===== src/rtl/branch_unit.sv =====
// branch_unit: branch/jump execution unit fed by the branch reservation station.
// Captures one ready branch, resolves condition and target in a single EXEC
// cycle, issues a valid/ack redirect to fetch when taken, then pulses done.
// Optional build macro: BRANCH_STATS_EN adds stat_exec/stat_taken counters.

`ifndef ADDR_T
`define ADDR_T logic [31:0]
`endif
`ifndef WORD_T
`define WORD_T logic [31:0]
`endif
`ifndef SINST_T
`define SINST_T logic [2:0]
`endif
`ifndef REGTAG_T
`define REGTAG_T logic [3:0]
`endif
`ifndef UNLOCKED
`define UNLOCKED 4'd0
`endif
`ifndef BEQ
`define BEQ 3'd0
`endif
`ifndef BNE
`define BNE 3'd1
`endif
`ifndef BLT
`define BLT 3'd2
`endif
`ifndef BGE
`define BGE 3'd3
`endif
`ifndef BLTU
`define BLTU 3'd4
`endif
`ifndef BGEU
`define BGEU 3'd5
`endif
`ifndef JAL
`define JAL 3'd6
`endif
`ifndef JALR
`define JALR 3'd7
`endif

module branch_unit (
  input  logic      clk,
  input  logic      rst,
  input  `ADDR_T    pc_in,
  input  `WORD_T    offset_in,
  input  logic      busy_in,
  input  `SINST_T   op_in,
  input  `REGTAG_T  tagx_in,
  input  `REGTAG_T  tagy_in,
  input  `WORD_T    datax_in,
  input  `WORD_T    datay_in,
  output logic      busy_branch,
  output logic      redirect_valid,
  output `ADDR_T    redirect_pc,
  input  logic      redirect_ack,
  output logic      done,
  output logic      done_taken
`ifdef BRANCH_STATS_EN
  ,
  output logic [31:0] stat_exec,
  output logic [31:0] stat_taken
`endif
);

  localparam logic [1:0] ST_IDLE     = 2'd0;
  localparam logic [1:0] ST_EXEC     = 2'd1;
  localparam logic [1:0] ST_REDIRECT = 2'd2;
  localparam logic [1:0] ST_DONE     = 2'd3;

  logic [1:0] state_q, state_d;

  `ADDR_T  pc_q, pc_d;
  `WORD_T  off_q, off_d;
  `SINST_T op_q, op_d;
  `WORD_T  x_q, x_d;
  `WORD_T  y_q, y_d;

  logic    redirect_valid_q, redirect_valid_d;
  `ADDR_T  redirect_pc_q, redirect_pc_d;
  logic    done_q, done_d;
  logic    done_taken_q, done_taken_d;

  logic    capture;
  logic    cond_taken;
  `ADDR_T  pc_sum;
  `ADDR_T  reg_sum;
  `ADDR_T  target;

  // An entry is only accepted once both operands carry valid data.
  assign capture = busy_in && (tagx_in == `UNLOCKED) && (tagy_in == `UNLOCKED);

  // Resolve the branch condition from the latched operands.
  always_comb begin
    cond_taken = 1'b0;
    case (op_q)
      `BEQ:  cond_taken = (x_q == y_q);
      `BNE:  cond_taken = (x_q != y_q);
      `BLT:  cond_taken = ($signed(x_q) <  $signed(y_q));
      `BGE:  cond_taken = ($signed(x_q) >= $signed(y_q));
      `BLTU: cond_taken = (x_q <  y_q);
      `BGEU: cond_taken = (x_q >= y_q);
      `JAL:  cond_taken = 1'b1;
      `JALR: cond_taken = 1'b1;
      default: cond_taken = 1'b0;
    endcase
  end

  // Compute the redirect target; sums wrap modulo 2^32 and JALR clears bit 0.
  always_comb begin
    pc_sum  = pc_q + off_q;
    reg_sum = x_q + off_q;
    if (op_q == `JALR) begin
      target = reg_sum & 32'hFFFF_FFFE;
    end else begin
      target = pc_sum;
    end
  end

  // Next-state logic for the FSM, operand latches and registered outputs.
  always_comb begin
    state_d          = state_q;
    pc_d             = pc_q;
    off_d            = off_q;
    op_d             = op_q;
    x_d              = x_q;
    y_d              = y_q;
    redirect_valid_d = redirect_valid_q;
    redirect_pc_d    = redirect_pc_q;
    done_d           = 1'b0;
    done_taken_d     = 1'b0;
    case (state_q)
      ST_IDLE: begin
        if (capture) begin
          state_d = ST_EXEC;
          pc_d    = pc_in;
          off_d   = offset_in;
          op_d    = op_in;
          x_d     = datax_in;
          y_d     = datay_in;
        end
      end
      ST_EXEC: begin
        if (cond_taken) begin
          state_d          = ST_REDIRECT;
          redirect_valid_d = 1'b1;
          redirect_pc_d    = target;
        end else begin
          state_d      = ST_DONE;
          done_d       = 1'b1;
          done_taken_d = 1'b0;
        end
      end
      ST_REDIRECT: begin
        if (redirect_ack) begin
          state_d          = ST_DONE;
          redirect_valid_d = 1'b0;
          done_d           = 1'b1;
          done_taken_d     = 1'b1;
        end
      end
      ST_DONE: begin
        state_d = ST_IDLE;
      end
      default: begin
        state_d = ST_IDLE;
      end
    endcase
  end

  // State, operand and output registers; reset discards any in-flight branch.
  always_ff @(posedge clk or posedge rst) begin
    if (rst) begin
      state_q          <= ST_IDLE;
      pc_q             <= '0;
      off_q            <= '0;
      op_q             <= '0;
      x_q              <= '0;
      y_q              <= '0;
      redirect_valid_q <= 1'b0;
      redirect_pc_q    <= '0;
      done_q           <= 1'b0;
      done_taken_q     <= 1'b0;
    end else begin
      state_q          <= state_d;
      pc_q             <= pc_d;
      off_q            <= off_d;
      op_q             <= op_d;
      x_q              <= x_d;
      y_q              <= y_d;
      redirect_valid_q <= redirect_valid_d;
      redirect_pc_q    <= redirect_pc_d;
      done_q           <= done_d;
      done_taken_q     <= done_taken_d;
    end
  end

  assign busy_branch    = (state_q == ST_EXEC) || (state_q == ST_REDIRECT);
  assign redirect_valid = redirect_valid_q;
  assign redirect_pc    = redirect_pc_q;
  assign done           = done_q;
  assign done_taken     = done_taken_q;

`ifdef BRANCH_STATS_EN
  logic [31:0] stat_exec_q;
  logic [31:0] stat_taken_q;

  // Count completions as each done pulse retires; counters wrap naturally.
  always_ff @(posedge clk or posedge rst) begin
    if (rst) begin
      stat_exec_q  <= '0;
      stat_taken_q <= '0;
    end else if (done_q) begin
      stat_exec_q <= stat_exec_q + 32'd1;
      if (done_taken_q) begin
        stat_taken_q <= stat_taken_q + 32'd1;
      end
    end
  end

  assign stat_exec  = stat_exec_q;
  assign stat_taken = stat_taken_q;
`endif

endmodule


===== config.mk =====
export PLATFORM = sky130hd
export DESIGN_NAME = branch_unit
export DESIGN_NICKNAME = d
export VERILOG_FILES = /design/src/rtl/branch_unit.sv
export SDC_FILE = /design/constraint.sdc
export NUM_CORES = 1
export LEC_CHECK = 0
export CORE_MARGIN = 10
export CORE_UTILIZATION = 45
export CTS_CLUSTER_SIZE = 12
export DETAILED_ROUTE_END_ITERATION = 8
export PLACE_DENSITY_LB_ADDON = 0.3
export SYNTH_ARGS = -nofsm -noshare
export SYNTH_HDL_FRONTEND = slang
export SYNTH_SLANG_ARGS = --single-unit

===== constraint.sdc =====
create_clock -name clk -period 5.9 [get_ports clk]
set_input_delay 0.885 -clock clk [delete_from_list [all_inputs] [get_ports clk]]
set_output_delay 0.885 -clock clk [all_outputs]
set_load 0.01 [all_outputs]

Yosys cells after proc, flatten, opt, wreduce, memory -nomap -nowiden
Index checks and enable logic that the tools add are counted.
Widths: inputs -> output; s select.
{"block": "totals", "inputBits": 143, "ff_bits": 168, "latchBits": 0, "n_memories": 0, "output_inout_bits": 36, "mem_bits_ro": 0, "ramBits": 0, "wordCells": 57}
{"block": "op_classes", "mux": 13, "n_eq_ne": 15, "n_mul": 0, "shifts": 0, "bitwise": 0, "n_reduce_logical": 13, "div": 0, "add_sub_neg": 2, "n_lt_le_gt_ge": 4}
{"cell": "$add 32x32->32", "n": 2}
{"cell": "$ge 32x32->1", "n": 2}
{"cell": "$lt 32x32->1", "n": 2}
{"cell": "$eq 32x32->1", "n": 1}
{"cell": "$mux 32", "n": 1}
{"cell": "$ne 32x32->1", "n": 1}
{"cell": "$eq 3x3->1 const B", "n": 4}
{"cell": "$logic_not 4->1", "n": 2}
{"cell": "$pmux 2 s4", "n": 1}
{"cell": "$pmux 1 s7", "n": 1}
{"cell": "$eq 3x2->1 const B", "n": 2}
{"cell": "$mux 1", "n": 6}
{"cell": "$ne 2x2->1 const B", "n": 3}
{"cell": "$reduce_and 2->1", "n": 3}
{"cell": "$eq 2x2->1 const B", "n": 2}
{"cell": "$mux 2", "n": 2}
{"cell": "$pmux 1 s2", "n": 2}
{"cell": "$eq 3x1->1 const B", "n": 1}
{"cell": "$logic_not 3->1", "n": 1}
{"cell": "$reduce_and 3->1", "n": 1}
{"cell": "$eq 2x1->1 const B", "n": 1}
{"cell": "$logic_and 1x1->1", "n": 2}
{"cell": "$logic_not 2->1", "n": 1}
{"cell": "$reduce_bool 2->1", "n": 1}
{"cell": "other kinds (2)", "n": 2}

Logic depth before layout (Yosys ltp)
Gate-level depths: netlist (run 1).
{"block": "logic_depth", "ltp_word": 5, "depth_mapped": 13, "depth_no_buf": 12}

Least setup slack after synthesis (run 1)
Ideal clock, no wire load.
{"block": "synth_timing", "kind": "reg2reg", "start": "register off_q[0] (netlist bit)", "end": "register redirect_pc_q, in the netlist redirect_pc[28]", "setup_slack_ns": 3.155, "path_buffers": 0, "synth_period_minus_slack_ns": 2.745, "t_required_ns": 5.823, "path_stages_with_launch": 13, "setup_time_ns": 0.077, "arrival_time_ns": 2.668, "cell_sequence": "dfrtp_1 ha_1 inv_1 fa_1 or2b_1 a21oi_1 o21ai_1 a211oi_2 o21ai_1 a21o_1 and3b_1 o32a_1 a21oi_1"}
{"block": "synth_via", "elab_chain_len": 2, "elab_cells_between_ends": 3, "cone_classes": "add/sub (2); mux (1)"}
{"item": "start: declaration", "line_no": "78", "rtl": "`WORD_T off_q, off_d;"}
{"item": "start signal: assignment", "line_no": "180", "rtl": "off_q <= '0;"}
{"item": "start signal: assignment", "line_no": "191", "rtl": "off_q <= off_d;"}
{"item": "$add 32x32->32, on equally long branches", "line_no": "115, 116"}
{"item": "$mux 32 *", "line_no": "117", "rtl": "if (op_q == `JALR) begin"}
{"item": "end signal: assignment", "line_no": "196", "rtl": "redirect_pc_q <= redirect_pc_d;"}
{"item": "end: declaration", "line_no": "84", "rtl": "`ADDR_T redirect_pc_q, redirect_pc_d;"}
Every way passes the cells marked *; elsewhere a longest branch is shown, timed or not.
A chain may end at the register's enable or synchronous reset.

Final worst setup path (run 1)
{"block": "layout_timing", "start": "register x_q[31] (netlist bit)", "end": "register redirect_pc_q, in the netlist redirect_pc[16]"}
{"block": "layout_via", "elab_chain_len": 3, "elab_cells_between_ends": 8, "cone_classes": "order compare (4); eq/ne (2); mux (1); reduce/logical (1)"}
{"item": "start: declaration", "line_no": "80", "rtl": "`WORD_T x_q, x_d;"}
{"item": "start signal: assignment", "line_no": "182", "rtl": "x_q <= '0;"}
{"item": "start signal: assignment", "line_no": "193", "rtl": "x_q <= x_d;"}
{"item": "$ge 32x32->1 (tied with other cells)", "line_no": "106", "rtl": "`BGEU: cond_taken = (x_q >= y_q);"}
{"item": "$pmux 1 s7 *", "line_no": "100", "rtl": "case (op_q)"}
{"item": "$reduce_and 2->1 (no source line) *"}
Marked as above.

==> impl_results.md, run 1 <==
* Status: complete, no violations
* Startpoint-to-endpoint class of the critical path: flip-flop to flip-flop
* Mapped Nets at 1273
* Routed WL at 28100 µm
* Final routed DRC violation total at 0
* Clock-pin slew of the registers on the worst-case setup and hold paths at around 0.070 ns
* Accumulated negative setup slack at 0 ns
* Post-synthesis register bit count at 168
* Proportion of layout cells with a drive suffix above 1 at 0.150
* Fill cell count at 2019
* Setup clock skew after layout at ~0.0087 ns
* Depth of the CTS H-tree at 4
* Switching share of power at 0.294
* RD Place Congestion at 0.958
* Critical Path End Type: flip-flop
* Setup repair after global routing missed its margin: no
* Classification of the worst-slack hold path: flip-flop to flip-flop
* Static leakage at between 6 and 7 nW
* Floorplan die height at 173 µm
* Switching Power at 1.10 mW
* Die boundary width at 173 µm
* Initial core utilization at 0.461
* Terminus of the critical flop-to-flop path: redirect_pc[16]
* Count of boundary I/O pins at 179
* Final Slew Violations at 0
* Top flip-flop cell by instance count after synthesis: sky130_fd_sc_hd__dfrtp_1
* Overall track demand over capacity in global routing at 0.184
* Final cell count without fillers at 1529
* Hold Worst Slack at just under 0.5 ns
* Endpoints failing setup at 0
* Antenna cells at 0
* Register-to-register setup slack at between 2 and 2.5 ns
* Power per cell area at 281 nW/µm²
* Number of warning messages in the yosys log at 0
* End point of the critical path: redirect_pc[16]
* Logic pwr share at 0.285
* Initial antenna violation count at 0
* Routed wire per std cell at between 15 and 20 µm
* Total chip power at between 3 and 4 mW
* Worst slack at placement at around 2.3 ns
* Mean post-synth cell area at 10.2 µm²
* CTS Sinks at about 170
* Internal power of the cells at 2.64 mW
* Critical Path AT at 4.01 ns
* Worst Reg2Reg Path Length in Cells at 10
* Crit. Startpoint: x_q[31]
* Distinct cells, synth at 72
* Core Region at 22800 µm²
* Count of nets left with antenna violations after detail routing at 0
* Number of instances in the synthesized netlist at 1031
* Critical-path maximum fanout at 66
* Dpl cells at 1499
* Maximum number of pins on one net before global-route repair at 132
* Hold buffer count at CTS at 0
* Post-cts repair resize count at 0
* Reg-to-Reg Start: x_q[31]
* Count of flip-flops with a built-in enable after synthesis at 0
* Max Clock Freq at around 270 MHz
* Headroom to the max-slew limit at 0.426
* Vias per cell at 5.50
* Number of hold violations in the final report at 0
* Launching element type of the critical path: flip-flop
* Final min period at 3.72 ns
* Number of global-route vias before repair at 8407
* Max-cap violations at 0
* Min setup slack post-route at 2.18 ns
* Total half-perimeter wirelength after legalization and detailed placement at 21500 µm
* Clock root buffer: sky130_fd_sc_hd__clkbuf_16
* Critical path required time at 6.18 ns
* Fraction of power consumed by the clock network at 0.340
* Mapped Area at roughly 11000 µm²
* Maximum vdd drop at 0.183 mV
* Clock Tree Buf Depth at 2
* Sequential fraction of design power at 0.375
* Clock buffer count from CTS at 17
* Clock latency of the later-clocked register in the worst-skew pair at 0.43 ns
* Sequential area share after synthesis at 0.399
* Quantity of I/O buffers inserted on ports at around 180
* Post-synthesis async set-or-reset flop share at 1.00
* TritonCTS clock tree: done
* Fin crit share at 0.631
* Global-route wire length before repair at 44800 µm
* Total number of vias at 8407
* Post-route core utilization at 0.582
* Cell row count at 55
* GR Overflow Total at 0
* Synth-to-layout area growth at 26.3%
* Worst Tran Pin Value at 0.854 ns
* Final nets at 1447
* First-pass DRT Iterations at 7
* Setup repair bufs after CTS at 0
* Cell area after placement at 12600 µm²
* Design Area, Final at 13300 µm²
* DRC violation total after the first TritonRoute iteration at 616
* Floorplan die area at 29900 µm²
==> cells in the final DEF, fill, tap and decap left out, drive strengths merged, types with 4 or more instances in the layout <==
master and count:
bufinv 6, inv 62, xor2 13, ha 97
a211oi 6, a21oi 94, or3 9, clkdlybuf4s50 178
and3 12, o21ai 52, nand3 21, nor2 60
nand4 11, a31oi 17, nor4 4, buf 6
a31o 4, dfrtp 168, nand2 62, mux2 131
o211ai 8, o21a 11, clkbuf 19, o21bai 4
nand2b 15, nor3 17, xnor2 31, a21o 28
nor2b 9
==> layer usage <==
layer  track usage  part of all wire  vias up
met3        0.0396             0.053       34
met2         0.310              0.48      240
met5             0                 0        -
met1         0.234              0.45     4031
met4        0.0489             0.016        0
li1              -                 -     4102
==> worst min path at each step <==
stage / startpoint / endpoint / depth (start not counted)
after floorplan: y_q[10] / y_q[10] / 1
after global placement: redirect_pc[11] / redirect_pc[11] / 1
after detailed placement: redirect_pc[11] / redirect_pc[11] / 1
after CTS: redirect_pc[11] / redirect_pc[11] / 1
after global routing: y_q[10] / y_q[10] / 1
final: redirect_pc[11] / redirect_pc[11] / 1
==> power by group through the flow <==
stage | registers (mW) | logic (mW) | clock network (mW)
CTS | 1.40 | 1.08 | 1.30
detailed placement | 1.43 | 1.07 | 0
global placement | 1.42 | 1.05 | 0
floorplan | 1.45 | 0.553 | 0
global route | 1.42 | 1.17 | 1.34
finish | 1.40 | 1.06 | 1.27
==> cell type report <==
class,instances,area (µm²),area share
multi-input combinational,773,5970,0.449
clock buffer,19,433,0.0326
sequential,168,4200,0.316
inverter,61,234,0.0176
tap,313,392,0.0294
clock inverter,11,223,0.0167
timing repair buffer,184,1840,0.138
==> state kept, by name, indices dropped and copies added, names as in the netlist <==
| name | count |
|---|---|
| off_q | 32 |
| pc_q | 32 |
| redirect_pc | 32 |
| x_q | 32 |
| y_q | 32 |
| op_q | 3 |
| state_q | 2 |
| done | 1 |
| done_taken | 1 |
| redirect_valid | 1 |
==> cells in the mapped netlist (all sizes together), types with 4 or more instances <==
| cell | number | area share |
|---|---|---|
| dfrtp | 168 | 0.40 |
| mux2 | 131 | 0.14 |
| ha | 97 | 0.12 |
| a21oi | 94 | 0.045 |
| nand2 | 62 | 0.022 |
| inv | 61 | 0.022 |
| nor2 | 60 | 0.021 |
| o21ai | 52 | 0.025 |
| xnor2 | 31 | 0.026 |
| a21o | 28 | 0.020 |
| nand3 | 21 | 0.010 |
| clkbuf | 18 | 0.0064 |
| a31oi | 17 | 0.010 |
| nor3 | 17 | 0.0086 |
| nand2b | 15 | 0.0089 |
| xor2 | 13 | 0.011 |
| and3 | 12 | 0.0071 |
| buf | 11 | 0.0056 |
| nand4 | 11 | 0.0065 |
| o21a | 11 | 0.0078 |
| nor2b | 9 | 0.0053 |
| or3 | 9 | 0.0053 |
| o211ai | 8 | 0.0062 |
| a211oi | 6 | 0.0052 |
| a31o | 4 | 0.0033 |
| nor4 | 4 | 0.0030 |
| o21bai | 4 | 0.0029 |
==> critical path, stage by stage, from the launching register on <==
cell and delay, ns:
sky130_fd_sc_hd__dfrtp_1 0.41, sky130_fd_sc_hd__ha_1 0.40, sky130_fd_sc_hd__nand4_1 0.23, sky130_fd_sc_hd__nor4_2 0.66, sky130_fd_sc_hd__nand3_1 0.23, sky130_fd_sc_hd__xnor2_1 0.18
sky130_fd_sc_hd__o31ai_1 0.70, sky130_fd_sc_hd__nor3_4 0.06, sky130_fd_sc_hd__buf_4 0.33, sky130_fd_sc_hd__o21ai_0 0.21, sky130_fd_sc_hd__o21ai_0 0.12
==> logic make-up (layout without fill, tap and decap cells) <==
group           count (synthesis)  in the layout  share of synthesized area
fa+ha+maj                      99             99                      0.119
simple gates                  238            238                      0.113
xor+xnor                       44             44                     0.0366
flops                         168            168                      0.399
compound gates                258            258                      0.156
buf+inv                        90            275                     0.0338
mux                           134            134                      0.143
No activity file was read; power rests on OpenSTA's default activity.
==> inputs of run 2 (changes only) <==
clock period = 3.4 ns   (was 5.9 ns; I/O delays follow)
==> run 2 against run 1 <==
  * Setup slack lost 2.0 ns
  * Clock-buffer cell count did not move
  * Sequential share of layout area increased by 0.16 points
  * Critical endpoint is now redirect_pc[28]
==> impl_results.md, run 2 (synthesized netlist as in run 1, its figures left out) <==
* Max stage delay cell, worst path: sky130_fd_sc_hd__dfrtp_1
* Critical-path maximum fanout at 4 (-94%)
* Core Region at 22800 µm² (unchanged)
* Launching element type of the critical path: flip-flop
* Status: complete, no violations
* Fin crit share at 0.957 (+0.326)
* Quantity of I/O buffers inserted on ports at 178 (unchanged)
* Critical Path End Type: flip-flop
* Critical path required time at 3.76 ns (-2.42 ns)
* Synth-to-layout area growth at 25.7%
* Dpl cells at 1502 (+0.20%)
* Count of boundary I/O pins at 179 (unchanged)
* Max-cap violations at 0 (unchanged)
* Headroom to the max-slew limit at 0.375 (-0.0509)
* Number of hold violations in the final report at 0 (unchanged)
* Setup clock skew after layout at 0.0144 ns (+0.00572 ns)
* Initial core utilization at 0.461 (unchanged)
* Routed wire per std cell at 18.2 µm (-0.98%)
* Clock Tree Buf Depth at 2 (unchanged)
* Clock-pin slew of the registers on the worst-case setup and hold paths at 0.07 ns (about the same)
* Final Slew Violations at 0 (unchanged)
* DR WL met2 at 13600 µm (-0.28%)
* Accumulated negative setup slack at 0 ns (unchanged)
* Worst Tran Pin Value at 0.938 ns (+0.0836 ns)
* Commonest non-fill, non-tap cell in the layout: sky130_fd_sc_hd__clkdlybuf4s50_1
* Number of global-route vias before repair at 8556 (+1.8%)
* Worst Hold Endpoint: redirect_pc[29]
* Hold buffer count at CTS at 0 (unchanged)
* Worst Reg2Reg Path Length in Cells at 12 (+2)
* Classification of the worst-slack hold path: flip-flop to flip-flop
* First-pass DRT Iterations at 5 (-2)
* Initial antenna violation count at 0 (unchanged)
* Vias per cell at 5.47 (-0.59%)
* Met3 wire len at 1280 µm (-14%)
* Count of nets left with antenna violations after detail routing at 0 (unchanged)
* Cell row count at 55 (unchanged)
* CTS Sinks at 168 (unchanged)
* Cells traversed along the worst timing path: ha_1, inv_1, fa_1, or2b_1, a21oi_1, o21ai_1, a211oi_2, o21ai_1, a21o_1, and3b_1, o32a_1, a21oi_1
* Critical Path AT at 3.61 ns (-0.40 ns)
* Overall track demand over capacity in global routing at 0.182 (-0.00155)
* Startpoint-to-endpoint class of the critical path: flip-flop to flip-flop
* Clock buffer count from CTS at 17 (unchanged)
* Global-route wire length before repair at 44700 µm (-0.19%)
* Setup repair after global routing missed its margin: no
* Register-to-register setup slack at 0.15 ns (-2.03 ns)
* Antenna cells at 0 (unchanged)
* Floorplan die area at 29900 µm² (unchanged)
* Die boundary width at 173 µm (unchanged)
* Reg-to-Reg Start: off_q[0]
* Met1 routed wirelength after detailed routing at 12600 µm (+0.49%)
* Hold Path Depth at 2 (+1)
* Clock latency of the later-clocked register in the worst-skew pair at 0.44 ns (about the same)
* Terminus of the critical flop-to-flop path: redirect_pc[28]
* Hold Crit Start: redirect_pc[29]
* Top library cells by usage in the layout, fill and taps aside: sky130_fd_sc_hd__clkdlybuf4s50_1 (178), sky130_fd_sc_hd__dfrtp_1 (168), sky130_fd_sc_hd__mux2_2 (131), sky130_fd_sc_hd__ha_1 (97), sky130_fd_sc_hd__a21oi_1 (93)
* Final nets at 1450 (+0.21%)
* Final cell count without fillers at 1534 (+0.33%)
* Final routed DRC violation total at 0 (unchanged)
* Clock root buffer: sky130_fd_sc_hd__clkbuf_16
* Final min period at 3.25 ns (-0.469 ns)
* Routed WL at 27900 µm (-0.65%)
* Static leakage at 6.37 nW (-0.43%)
* TritonCTS clock tree: done
* RD Place Congestion at 0.905 (-5.4%)
* Total half-perimeter wirelength after legalization and detailed placement at 21400 µm (-0.47%)
* Family with the most delay on the worst path: compound AO/OA/AOI/OAI gates
* Proportion of layout cells with a drive suffix above 1 at 0.155 (+0.00512)
* Power per cell area at 462 nW/µm² (+64%)
* Maximum number of pins on one net before global-route repair at 169 (+28%)
* Endpoints failing setup at 0 (unchanged)
* Floorplan die height at 173 µm (unchanged)
* DRC violation total after the first TritonRoute iteration at 502 (-19%)
* Max Clock Freq at 307 MHz (+14%)
* Depth of the CTS H-tree at 4 (unchanged)
* Buffer and inverter count on the worst path at 1 (unchanged)
* Topmost layer with routed signal wires: met4
* Maximum vdd drop at 0.284 mV (+56%)
* GR Overflow Total at 0 (unchanged)
* Delay of the slowest critical-path stage at 0.41 ns (-0.29 ns)
* Total number of vias at 8385 (-0.26%)
[run 2: worst max path at each step]
stage,from,end,depth (start not counted)
6_report,off_q[0],redirect_pc[28],12
5_1_grt,off_q[0],redirect_pc[28],12
4_1_cts,off_q[0],redirect_pc[28],12
3_5_place_dp,off_q[0],redirect_pc[28],12
3_3_place_gp,x_q[23],redirect_pc[13],10
2_1_floorplan,off_q[0],redirect_pc[28],12
[run 2: layout make-up]
| cell class | instances | area, µm² |
|---|---|---|
| Sequential cell | 168 | 4200 |
| Tap cell | 313 | 392 |
| Timing Repair Buffer | 187 | 1890 |
| Fill cell | 2012 | 9610 |
| Multi-Input combinational cell | 773 | 5980 |
| Clock buffer | 19 | 443 |
| Inverter | 61 | 233 |
| Clock inverter | 13 | 95.1 |
[run 2: timing repair]
item,in CTS,in global routing
buffers inserted,0,0
gates resized for setup,0,1
setup endpoints to repair,0,23
[run 2: power by group]
part	switching (mW)	internal [mW]
registers	0.173	2.26
clock network	0.857	0.962
logic	0.896	0.960
total	1.93	4.19
[run 2: layer usage]
| layer | track usage | vias to the layer above |
|---|---|---|
| met2 | 0.307 | 198 |
| met1 | 0.231 | 4049 |
| met5 | 0 | - |
| met4 | 0.0528 | 0 |
| met3 | 0.0377 | 31 |
| li1 | - | 4107 |
[run 2: worst min-delay path, cell delays in order (launching register included)]
cell and delay, ns:
sky130_fd_sc_hd__dfrtp_1 0.34, sky130_fd_sc_hd__nand2b_1 0.06, sky130_fd_sc_hd__nand3_1 0.05
[run 2: through the flow]
step                      utilization  power, mW  cell area [µm²]  hold slack (ns)  worst slack (ns)
after floorplan                     -       3.48            10500            0.479             0.655
final                           0.579       6.11            13200            0.485             0.147
after global placement          0.555       4.30            12700            0.479             0.294
after detailed placement        0.555       4.34            12700            0.473             0.194
after global routing            0.579       6.46            13200            0.505           0.00512
after CTS                       0.579       6.17            13200            0.489             0.167
